--- src/rtl/memory_access_if.sv ---
// Handshake and data bundle between the memory stage, its upstream, data memory and writeback.
// slave is the stage's view; master is the surrounding pipeline/memory view.
interface memory_access_if;
  logic        in_valid;
  logic        in_ready;
  logic [31:0] in_instruction;
  logic [31:0] in_alu_res;
  logic [31:0] in_reg_2;
  logic        dmem_req_valid;
  logic        dmem_req_ready;
  logic [31:0] dmem_addr;
  logic        dmem_we;
  logic [3:0]  dmem_wstrb;
  logic [31:0] dmem_wdata;
  logic        dmem_rsp_valid;
  logic [31:0] dmem_rsp_data;
  logic        out_valid;
  logic [31:0] out_instruction;
  logic [31:0] out_result;
  logic        out_fault;

  modport slave (
    input  in_valid, in_instruction, in_alu_res, in_reg_2,
    input  dmem_req_ready, dmem_rsp_valid, dmem_rsp_data,
    output in_ready, dmem_req_valid, dmem_addr, dmem_we, dmem_wstrb, dmem_wdata,
    output out_valid, out_instruction, out_result, out_fault
  );

  modport master (
    output in_valid, in_instruction, in_alu_res, in_reg_2,
    output dmem_req_ready, dmem_rsp_valid, dmem_rsp_data,
    input  in_ready, dmem_req_valid, dmem_addr, dmem_we, dmem_wstrb, dmem_wdata,
    input  out_valid, out_instruction, out_result, out_fault
  );
endinterface

--- src/rtl/memory_access.sv ---
// Memory stage: load/store with alignment checks, strobes and sign extension; one result pulse per beat.
// Latency 1 (non-mem/fault), 2+ (store), 3+ (load); in_ready low while a beat is in flight, no writeback backpressure.
module memory_access (
  input  logic           clock,
  input  logic           reset,
  memory_access_if.slave bus
);
  localparam logic [6:0] OP_LOAD  = 7'b0000011;
  localparam logic [6:0] OP_STORE = 7'b0100011;

  typedef enum logic [1:0] {IDLE, REQ, WAIT, DONE} state_t;

  state_t      state;
  logic [31:0] lat_addr;

  logic [2:0]  f3;
  logic        is_load;
  logic        is_store;
  logic        width_ok;
  logic        legal;
  logic [3:0]  strb;
  logic [31:0] wdata;

  always_comb begin
    f3       = bus.in_instruction[14:12];
    is_load  = bus.in_instruction[6:0] == OP_LOAD;
    is_store = bus.in_instruction[6:0] == OP_STORE;
    width_ok = 1'b0;
    strb     = 4'b1111;
    wdata    = bus.in_reg_2;
    case (f3[1:0])
      2'b00: begin
        width_ok = 1'b1;
        strb     = 4'b0001 << bus.in_alu_res[1:0];
        wdata    = {4{bus.in_reg_2[7:0]}};
      end
      2'b01: begin
        width_ok = ~bus.in_alu_res[0];
        strb     = 4'b0011 << bus.in_alu_res[1:0];
        wdata    = {2{bus.in_reg_2[15:0]}};
      end
      2'b10:   width_ok = bus.in_alu_res[1:0] == 2'b00;
      default: width_ok = 1'b0;
    endcase
    // funct3[2] only names the unsigned byte/half loads; LWU-style 110 and all store variants with it are illegal.
    legal = width_ok && (!f3[2] || (is_load && f3[1:0] != 2'b10));
  end

  function automatic logic [31:0] load_extract(input logic [2:0] fn, input logic [1:0] a,
                                               input logic [31:0] w);
    logic [7:0]  b;
    logic [15:0] h;
    b = w[{a, 3'b000} +: 8];
    h = a[1] ? w[31:16] : w[15:0];
    case (fn)
      3'b000:  return {{24{b[7]}}, b};
      3'b100:  return {24'd0, b};
      3'b001:  return {{16{h[15]}}, h};
      3'b101:  return {16'd0, h};
      default: return w;
    endcase
  endfunction

  always_ff @(posedge clock) begin
    if (!reset) begin
      state               <= IDLE;
      lat_addr            <= '0;
      bus.in_ready        <= 1'b1;
      bus.dmem_req_valid  <= 1'b0;
      bus.dmem_addr       <= '0;
      bus.dmem_we         <= 1'b0;
      bus.dmem_wstrb      <= '0;
      bus.dmem_wdata      <= '0;
      bus.out_valid       <= 1'b0;
      bus.out_instruction <= '0;
      bus.out_result      <= '0;
      bus.out_fault       <= 1'b0;
    end else begin
      case (state)
        IDLE: if (bus.in_valid) begin
          bus.in_ready        <= 1'b0;
          bus.out_instruction <= bus.in_instruction;
          lat_addr            <= bus.in_alu_res;
          if ((is_load || is_store) && legal) begin
            state              <= REQ;
            bus.dmem_req_valid <= 1'b1;
            bus.dmem_addr      <= {bus.in_alu_res[31:2], 2'b00};
            bus.dmem_we        <= is_store;
            bus.dmem_wstrb     <= is_store ? strb : 4'b0000;
            bus.dmem_wdata     <= is_store ? wdata : 32'd0;
          end else begin
            state          <= DONE;
            bus.out_valid  <= 1'b1;
            bus.out_result <= bus.in_alu_res;
            bus.out_fault  <= is_load || is_store;
          end
        end
        REQ: if (bus.dmem_req_ready) begin
          bus.dmem_req_valid <= 1'b0;
          if (bus.dmem_we) begin
            state          <= DONE;
            bus.out_valid  <= 1'b1;
            bus.out_result <= lat_addr;
            bus.out_fault  <= 1'b0;
          end else begin
            state <= WAIT;
          end
        end
        WAIT: if (bus.dmem_rsp_valid) begin
          state          <= DONE;
          bus.out_valid  <= 1'b1;
          bus.out_result <= load_extract(bus.out_instruction[14:12], lat_addr[1:0],
                                         bus.dmem_rsp_data);
          bus.out_fault  <= 1'b0;
        end
        DONE: begin
          state         <= IDLE;
          bus.out_valid <= 1'b0;
          bus.out_fault <= 1'b0;
          bus.in_ready  <= 1'b1;
        end
        default: state <= IDLE;
      endcase
    end
  end
endmodule

--- src/flat_wrapper.sv ---
// flat-port wrapper written by rule: the top's interface ports become plain ports
module memory_access_flat 
  (clock, reset, bus_in_valid, bus_in_instruction, bus_in_alu_res, bus_in_reg_2, bus_dmem_req_ready, bus_dmem_rsp_valid, bus_dmem_rsp_data, bus_in_ready, bus_dmem_req_valid, bus_dmem_addr, bus_dmem_we, bus_dmem_wstrb, bus_dmem_wdata, bus_out_valid, bus_out_instruction, bus_out_result, bus_out_fault);
  memory_access_if bus_i ();
  input  logic clock;
  input  logic reset;
  input wire logic [$bits(bus_i.in_valid)-1:0] bus_in_valid;
  input wire logic [$bits(bus_i.in_instruction)-1:0] bus_in_instruction;
  input wire logic [$bits(bus_i.in_alu_res)-1:0] bus_in_alu_res;
  input wire logic [$bits(bus_i.in_reg_2)-1:0] bus_in_reg_2;
  input wire logic [$bits(bus_i.dmem_req_ready)-1:0] bus_dmem_req_ready;
  input wire logic [$bits(bus_i.dmem_rsp_valid)-1:0] bus_dmem_rsp_valid;
  input wire logic [$bits(bus_i.dmem_rsp_data)-1:0] bus_dmem_rsp_data;
  output wire logic [$bits(bus_i.in_ready)-1:0] bus_in_ready;
  output wire logic [$bits(bus_i.dmem_req_valid)-1:0] bus_dmem_req_valid;
  output wire logic [$bits(bus_i.dmem_addr)-1:0] bus_dmem_addr;
  output wire logic [$bits(bus_i.dmem_we)-1:0] bus_dmem_we;
  output wire logic [$bits(bus_i.dmem_wstrb)-1:0] bus_dmem_wstrb;
  output wire logic [$bits(bus_i.dmem_wdata)-1:0] bus_dmem_wdata;
  output wire logic [$bits(bus_i.out_valid)-1:0] bus_out_valid;
  output wire logic [$bits(bus_i.out_instruction)-1:0] bus_out_instruction;
  output wire logic [$bits(bus_i.out_result)-1:0] bus_out_result;
  output wire logic [$bits(bus_i.out_fault)-1:0] bus_out_fault;
  assign bus_i.in_valid = bus_in_valid;
  assign bus_i.in_instruction = bus_in_instruction;
  assign bus_i.in_alu_res = bus_in_alu_res;
  assign bus_i.in_reg_2 = bus_in_reg_2;
  assign bus_i.dmem_req_ready = bus_dmem_req_ready;
  assign bus_i.dmem_rsp_valid = bus_dmem_rsp_valid;
  assign bus_i.dmem_rsp_data = bus_dmem_rsp_data;
  assign bus_in_ready = bus_i.in_ready;
  assign bus_dmem_req_valid = bus_i.dmem_req_valid;
  assign bus_dmem_addr = bus_i.dmem_addr;
  assign bus_dmem_we = bus_i.dmem_we;
  assign bus_dmem_wstrb = bus_i.dmem_wstrb;
  assign bus_dmem_wdata = bus_i.dmem_wdata;
  assign bus_out_valid = bus_i.out_valid;
  assign bus_out_instruction = bus_i.out_instruction;
  assign bus_out_result = bus_i.out_result;
  assign bus_out_fault = bus_i.out_fault;
  memory_access u_core (.clock(clock), .reset(reset), .bus(bus_i));
endmodule
--- config.mk ---
export PLATFORM = sky130hd
export DESIGN_NAME = memory_access_flat
export DESIGN_NICKNAME = d
export VERILOG_FILES = /design/src/rtl/memory_access_if.sv /design/src/rtl/memory_access.sv /design/src/flat_wrapper.sv
export SDC_FILE = /design/constraint.sdc
export NUM_CORES = 1
export LEC_CHECK = 0
export BUFFER_PORTS_ARGS = -buffer_cell sky130_fd_sc_hd__buf_2
export CORE_MARGIN = 2
export CORE_UTILIZATION = 52
export CTS_BUF_LIST = sky130_fd_sc_hd__clkbuf_4 sky130_fd_sc_hd__clkbuf_8
export CTS_CLUSTER_DIAMETER = 200
export CTS_CLUSTER_SIZE = 12
export DETAILED_ROUTE_END_ITERATION = 10
export PLACE_DENSITY = 0.88
export SLEW_MARGIN = 30
export SYNTH_ARGS = -nofsm -noshare
export SYNTH_HDL_FRONTEND = slang
export SYNTH_SLANG_ARGS = --single-unit
--- constraint.sdc ---
create_clock -name clock -period 2.18 [get_ports clock]
set_input_delay 0.218 -clock clock [delete_from_list [all_inputs] [get_ports clock]]
set_output_delay 0.218 -clock clock [all_outputs]
set_load 0.005 [all_outputs]
==> summary by stage <==
Yosys
The number of enable flip-flop cells after synthesis is 0. Synthesis produced 999 cells. The synthesized netlist devotes 21.07% of its cell area to simple gates.

After synthesis, flip-flops and latches occupy 42.67% of the total area. The share of synthesized area in the top cell type comes to 42.67%. After Yosys synthesis, XOR and XNOR cells account for 0% of the synthesized area.

The share of async-settable or async-resettable flops after synthesis is 0%. After synthesis, the largest family of logic cells by area is compound AO/OA/AOI/OAI gates. The compound-gate portion of the synthesized area is 24.24%. The post-synthesis cell type with the largest combined area is sky130_fd_sc_hd__dfxtp_1. After synthesis, the share of cell area in mux cells is 4.545%.

After Yosys synthesis, full adders, half adders and majority gates account for 0.9468% of the synthesized area. The synthesis warning total is 0. The synthesized design contains 169 register bits. The average instance in the mapped netlist occupies 7.937 um2. Ranked by total cell area, the synthesized netlist is headed by sky130_fd_sc_hd__dfxtp_1, sky130_fd_sc_hd__nand2_1, sky130_fd_sc_hd__a21oi_1, sky130_fd_sc_hd__o21ai_0, sky130_fd_sc_hd__o211ai_1. The post-synthesis instance area is 0.007929 mm2.

For this run, the leading register cell type out of synthesis is sky130_fd_sc_hd__dfxtp_1. Synthesis instantiated 47 different standard cells from the library.

Drt
The count of nets left with antenna violations once routing finished came out at 0. The total wire length is 26.28 mm. After detailed routing, the average wire length per cell comes to 17.98 um.

The number of vias in the routed layout is 8460. The first TritonRoute pass finished after 5 iterations. In the routed design, unresolved DRC markers number 0.

For this block, the initial DRC count from the detailed router was 786. The via density per instance is 5.787.

Pwr
For this design the ratio of total power to cell area is 1010 mW/mm2. The leakage power is 0.004213 uW. The worst ir drop on vdd is 0.6371 mV.

Status
The flow ran to the end, and the final reports show no timing, DRC or antenna violations.

Hold path
The type of the most critical hold path is in -> reg.

Cells and area
At the end of the flow, the number of nets in the layout was 1400. The filler cells instantiated in the layout total 1256. The end-of-flow core utilization is 67.27%.

The final cell area excluding filler cells is 0.01011 mm2. The area added between synthesis and finish is 27.54%. The fraction of final layout cells with drive strength greater than 1 is 31.48%.

The finished layout holds 1462 standard cells, fillers aside. The most common cell after layout, fill and taps aside is sky130_fd_sc_hd__buf_2. In the layout the commonest cells are sky130_fd_sc_hd__buf_2, sky130_fd_sc_hd__nand2_1, sky130_fd_sc_hd__dfxtp_1, sky130_fd_sc_hd__a21oi_1, sky130_fd_sc_hd__o21ai_0.

The antenna diode instance count is 0.

Timing
The number of pins with negative max-slew slack in the final report is 0. The worst path in the final design needs a cycle of 1.993 ns, including I/O delays and setup. The final-report hold violation count is 0. The transition time at the pin with the least slew margin is 0.5398 ns. The post-route worst hold slack is 0.02129 ns.

The relative max-transition margin is 64.02%. The highest achievable clock rate is 501.8 MHz. Setup repair after global routing left no endpoint under its margin. The final clock skew is 0.009987 ns. The final-layout setup total negative slack is 0 ns.

In the finished design, the share of the clock period the worst path needs comes to 91.42%. Setup violations remaining at the end of the flow were counted as 0.

Placed design
Detailed placement finished with a half-perimeter wire length of 17.78 mm. The cell count after placement is 1398. The placement-stage cell area is 0.009402 mm2. The placer's final routability congestion estimate is 0.9244. The port buffer count is 267.

Critical path
The most critical setup path has its startpoint at u_core.state[0]. The worst setup path is launched from a flop. The nature of the critical path endpoint is a flop. The critical path endpoint is u_core.bus.out_result[18]. The critical path depth in cells is 7. The number of buffers and inverters on the critical path is 2. The kind of cell adding the most delay to the critical path is simple AND/OR/NAND/NOR gates. In this run the critical register-to-register path is captured at u_core.bus.out_result[18]. The reg2reg setup slack is 0.19 ns. The critical-path cell with the highest stage delay is sky130_fd_sc_hd__dfxtp_1. The critical path required time is 2.53 ns. Walking the worst path, the cells encountered are inv_1 -> ha_1 -> nand2b_1 -> and3_1 -> nand4b_2 -> buf_12 -> a32o_1. Of all nets on the critical path, the largest fanout is 55. The depth of the worst register-to-register path is 7. For the worst setup path, the data arrival time is 2.34 ns. The worst setup path is of the reg -> reg kind.

The launch point of the worst reg-to-reg path is u_core.state[0]. For this run, the slowest stage of the critical path takes 0.40 ns.

CTS
Clock-pin slew was measured on the worst setup and hold paths at 0.09 ns. The latest clock arrival within the worst-skew pair is 0.46 ns. The number of buffers on the longest clock path is 2.

The H-tree generated during clock tree synthesis spans 4 levels. TritonCTS built the clock tree. The tree built by TritonCTS fans out to 169 sinks.

The number of buffers created by CTS is 17. In this run the clock root is driven by a sky130_fd_sc_hd__clkbuf_8.

Global route
The initial antenna violation count came to 0. The first-pass GRT wire length is 40.85 mm. The remaining global-route overflow is 0. For this run, the total global-route usage over all layers was measured as 31.57%.

The pin count of the biggest net entering global routing is 56. The via count of the first global-routing pass is 7884.

Floorplanning
The die covers 0.01625 mm2. The width of the chip is 127.5 um. From bottom edge to top edge, the die measures 127.5 um. The initialized floorplan defines 45 standard-cell rows. The initial utilization of the core area, before any placement, comes to 52.74%. Pin placement for this block handled 270 I/O pins. The core region is 0.01503 mm2.

Job
The max-cap violation count is 0.
registers in the layout (all words and copies together), names as in the netlist:
signal / flops
u_core.lat_addr: 32
u_core.bus.dmem_addr: 30
u_core.bus.out_instruction: 32
u_core.bus.out_valid: 1
u_core.bus.dmem_req_valid: 1
u_core.bus.dmem_wstrb: 4
u_core.bus.out_result: 32
u_core.bus.out_fault: 1
u_core.state: 2
u_core.bus.dmem_we: 1
u_core.bus.dmem_wdata: 32
u_core.bus.in_ready: 1
power breakdown:
part / switching (uW) / internal (uW) / total [uW]
registers: 321 / 3600 / 3930
clock network: 1150 / 1020 / 2170
logic: 2460 / 1650 / 4110
total: 3930 / 6280 / 10200
area by class of cell:
type,instances,area [um2],area share [%]
multi-input combinational,729,4054,40.09
sequential,169,3383,33.46
timing repair buffer,333,2012,19.90
clock buffer,23,291.5,2.883
tap,188,235.2,2.326
clock inverter,9,92.59,0.9156
inverter,11,43.79,0.4331
routing by layer:
metal  GRT usage (%)  share of wire (%)  up-vias  routed length, um
met2           50.99                 47      447              12230
met1           40.06                 40     3973              10470
met3           7.998                 10       66               2702
met5               0                  0        -                  0
met4           13.90                3.3        0                874
li1                -                  -     3974                  -
synthesized netlist by cell type, types with 2 or more instances:
library cell / n
sky130_fd_sc_hd__a21boi_0: 24
sky130_fd_sc_hd__a21oi_1: 92
sky130_fd_sc_hd__a21oi_2: 20
sky130_fd_sc_hd__a221o_1: 2
sky130_fd_sc_hd__a221oi_1: 5
sky130_fd_sc_hd__a31oi_1: 3
sky130_fd_sc_hd__a32o_1: 24
sky130_fd_sc_hd__and2_1: 5
sky130_fd_sc_hd__and3_1: 2
sky130_fd_sc_hd__buf_1: 4
sky130_fd_sc_hd__buf_12: 3
sky130_fd_sc_hd__buf_2: 9
sky130_fd_sc_hd__buf_4: 11
sky130_fd_sc_hd__buf_6: 4
sky130_fd_sc_hd__clkbuf_1: 60
sky130_fd_sc_hd__dfxtp_1: 169
sky130_fd_sc_hd__ha_1: 6
sky130_fd_sc_hd__inv_1: 10
sky130_fd_sc_hd__mux2_2: 16
sky130_fd_sc_hd__mux2i_1: 18
sky130_fd_sc_hd__nand2_1: 259
sky130_fd_sc_hd__nand2_2: 20
sky130_fd_sc_hd__nand2b_1: 7
sky130_fd_sc_hd__nand3_1: 43
sky130_fd_sc_hd__nor2_1: 49
sky130_fd_sc_hd__nor2b_1: 2
sky130_fd_sc_hd__nor3_1: 2
sky130_fd_sc_hd__nor4_1: 2
sky130_fd_sc_hd__o211ai_1: 33
sky130_fd_sc_hd__o21ai_0: 51
sky130_fd_sc_hd__o22ai_1: 21
sky130_fd_sc_hd__o2bb2ai_1: 8
cells by family (layout without fill, tap and decap cells):
| logic type | count (synthesis) | in the layout |
|---|---|---|
| DFF | 169 | 169 |
| other | 1 | 2 |
| muxes | 34 | 34 |
| AOI/OAI and AO/OA | 291 | 291 |
| and+or+nand+nor | 396 | 396 |
| buffers and inverters | 102 | 376 |
| adders and majority gates | 6 | 6 |
worst min-delay path by stage:
stage,from,endpoint,depth (start not counted)
final,bus_in_alu_res[5],u_core.lat_addr[5],3
after global routing,bus_in_alu_res[29],u_core.bus.dmem_addr[29],3
after CTS,bus_in_alu_res[6],u_core.lat_addr[6],3
after detailed placement,u_core.bus.dmem_wdata[11],u_core.bus.dmem_wdata[11],2
after global placement,u_core.bus.dmem_wdata[24],u_core.bus.dmem_wdata[24],2
after floorplan,bus_dmem_req_ready,u_core.bus.dmem_req_valid,1
worst min-delay path, delay by kind of cell:
kind,cells,cell delay [ns]
buffers and inverters,1,0.12
AO/OA/AOI/OAI,1,0.05
AND/OR/NAND/NOR,1,0.05
metrics by stage:
step	worst slack (ns)	total power, uW
after detailed placement	0.1960	7957
after global placement	0.2187	7840
after global routing	0.01024	10770
after floorplan	0.2290	6509
final	0.1871	10210
after CTS	0.1188	10140
timing repair:
| action | in CTS | in global routing |
|---|---|---|
| endpoints found under the setup margin | 0 | 2 |
| resized for setup | 0 | 1 |
| hold endpoints to repair | 33 | 0 |
| hold buffers | 32 | 0 |
| buffers inserted | 0 | 0 |
No activity file was read; power rests on OpenSTA's default activity.
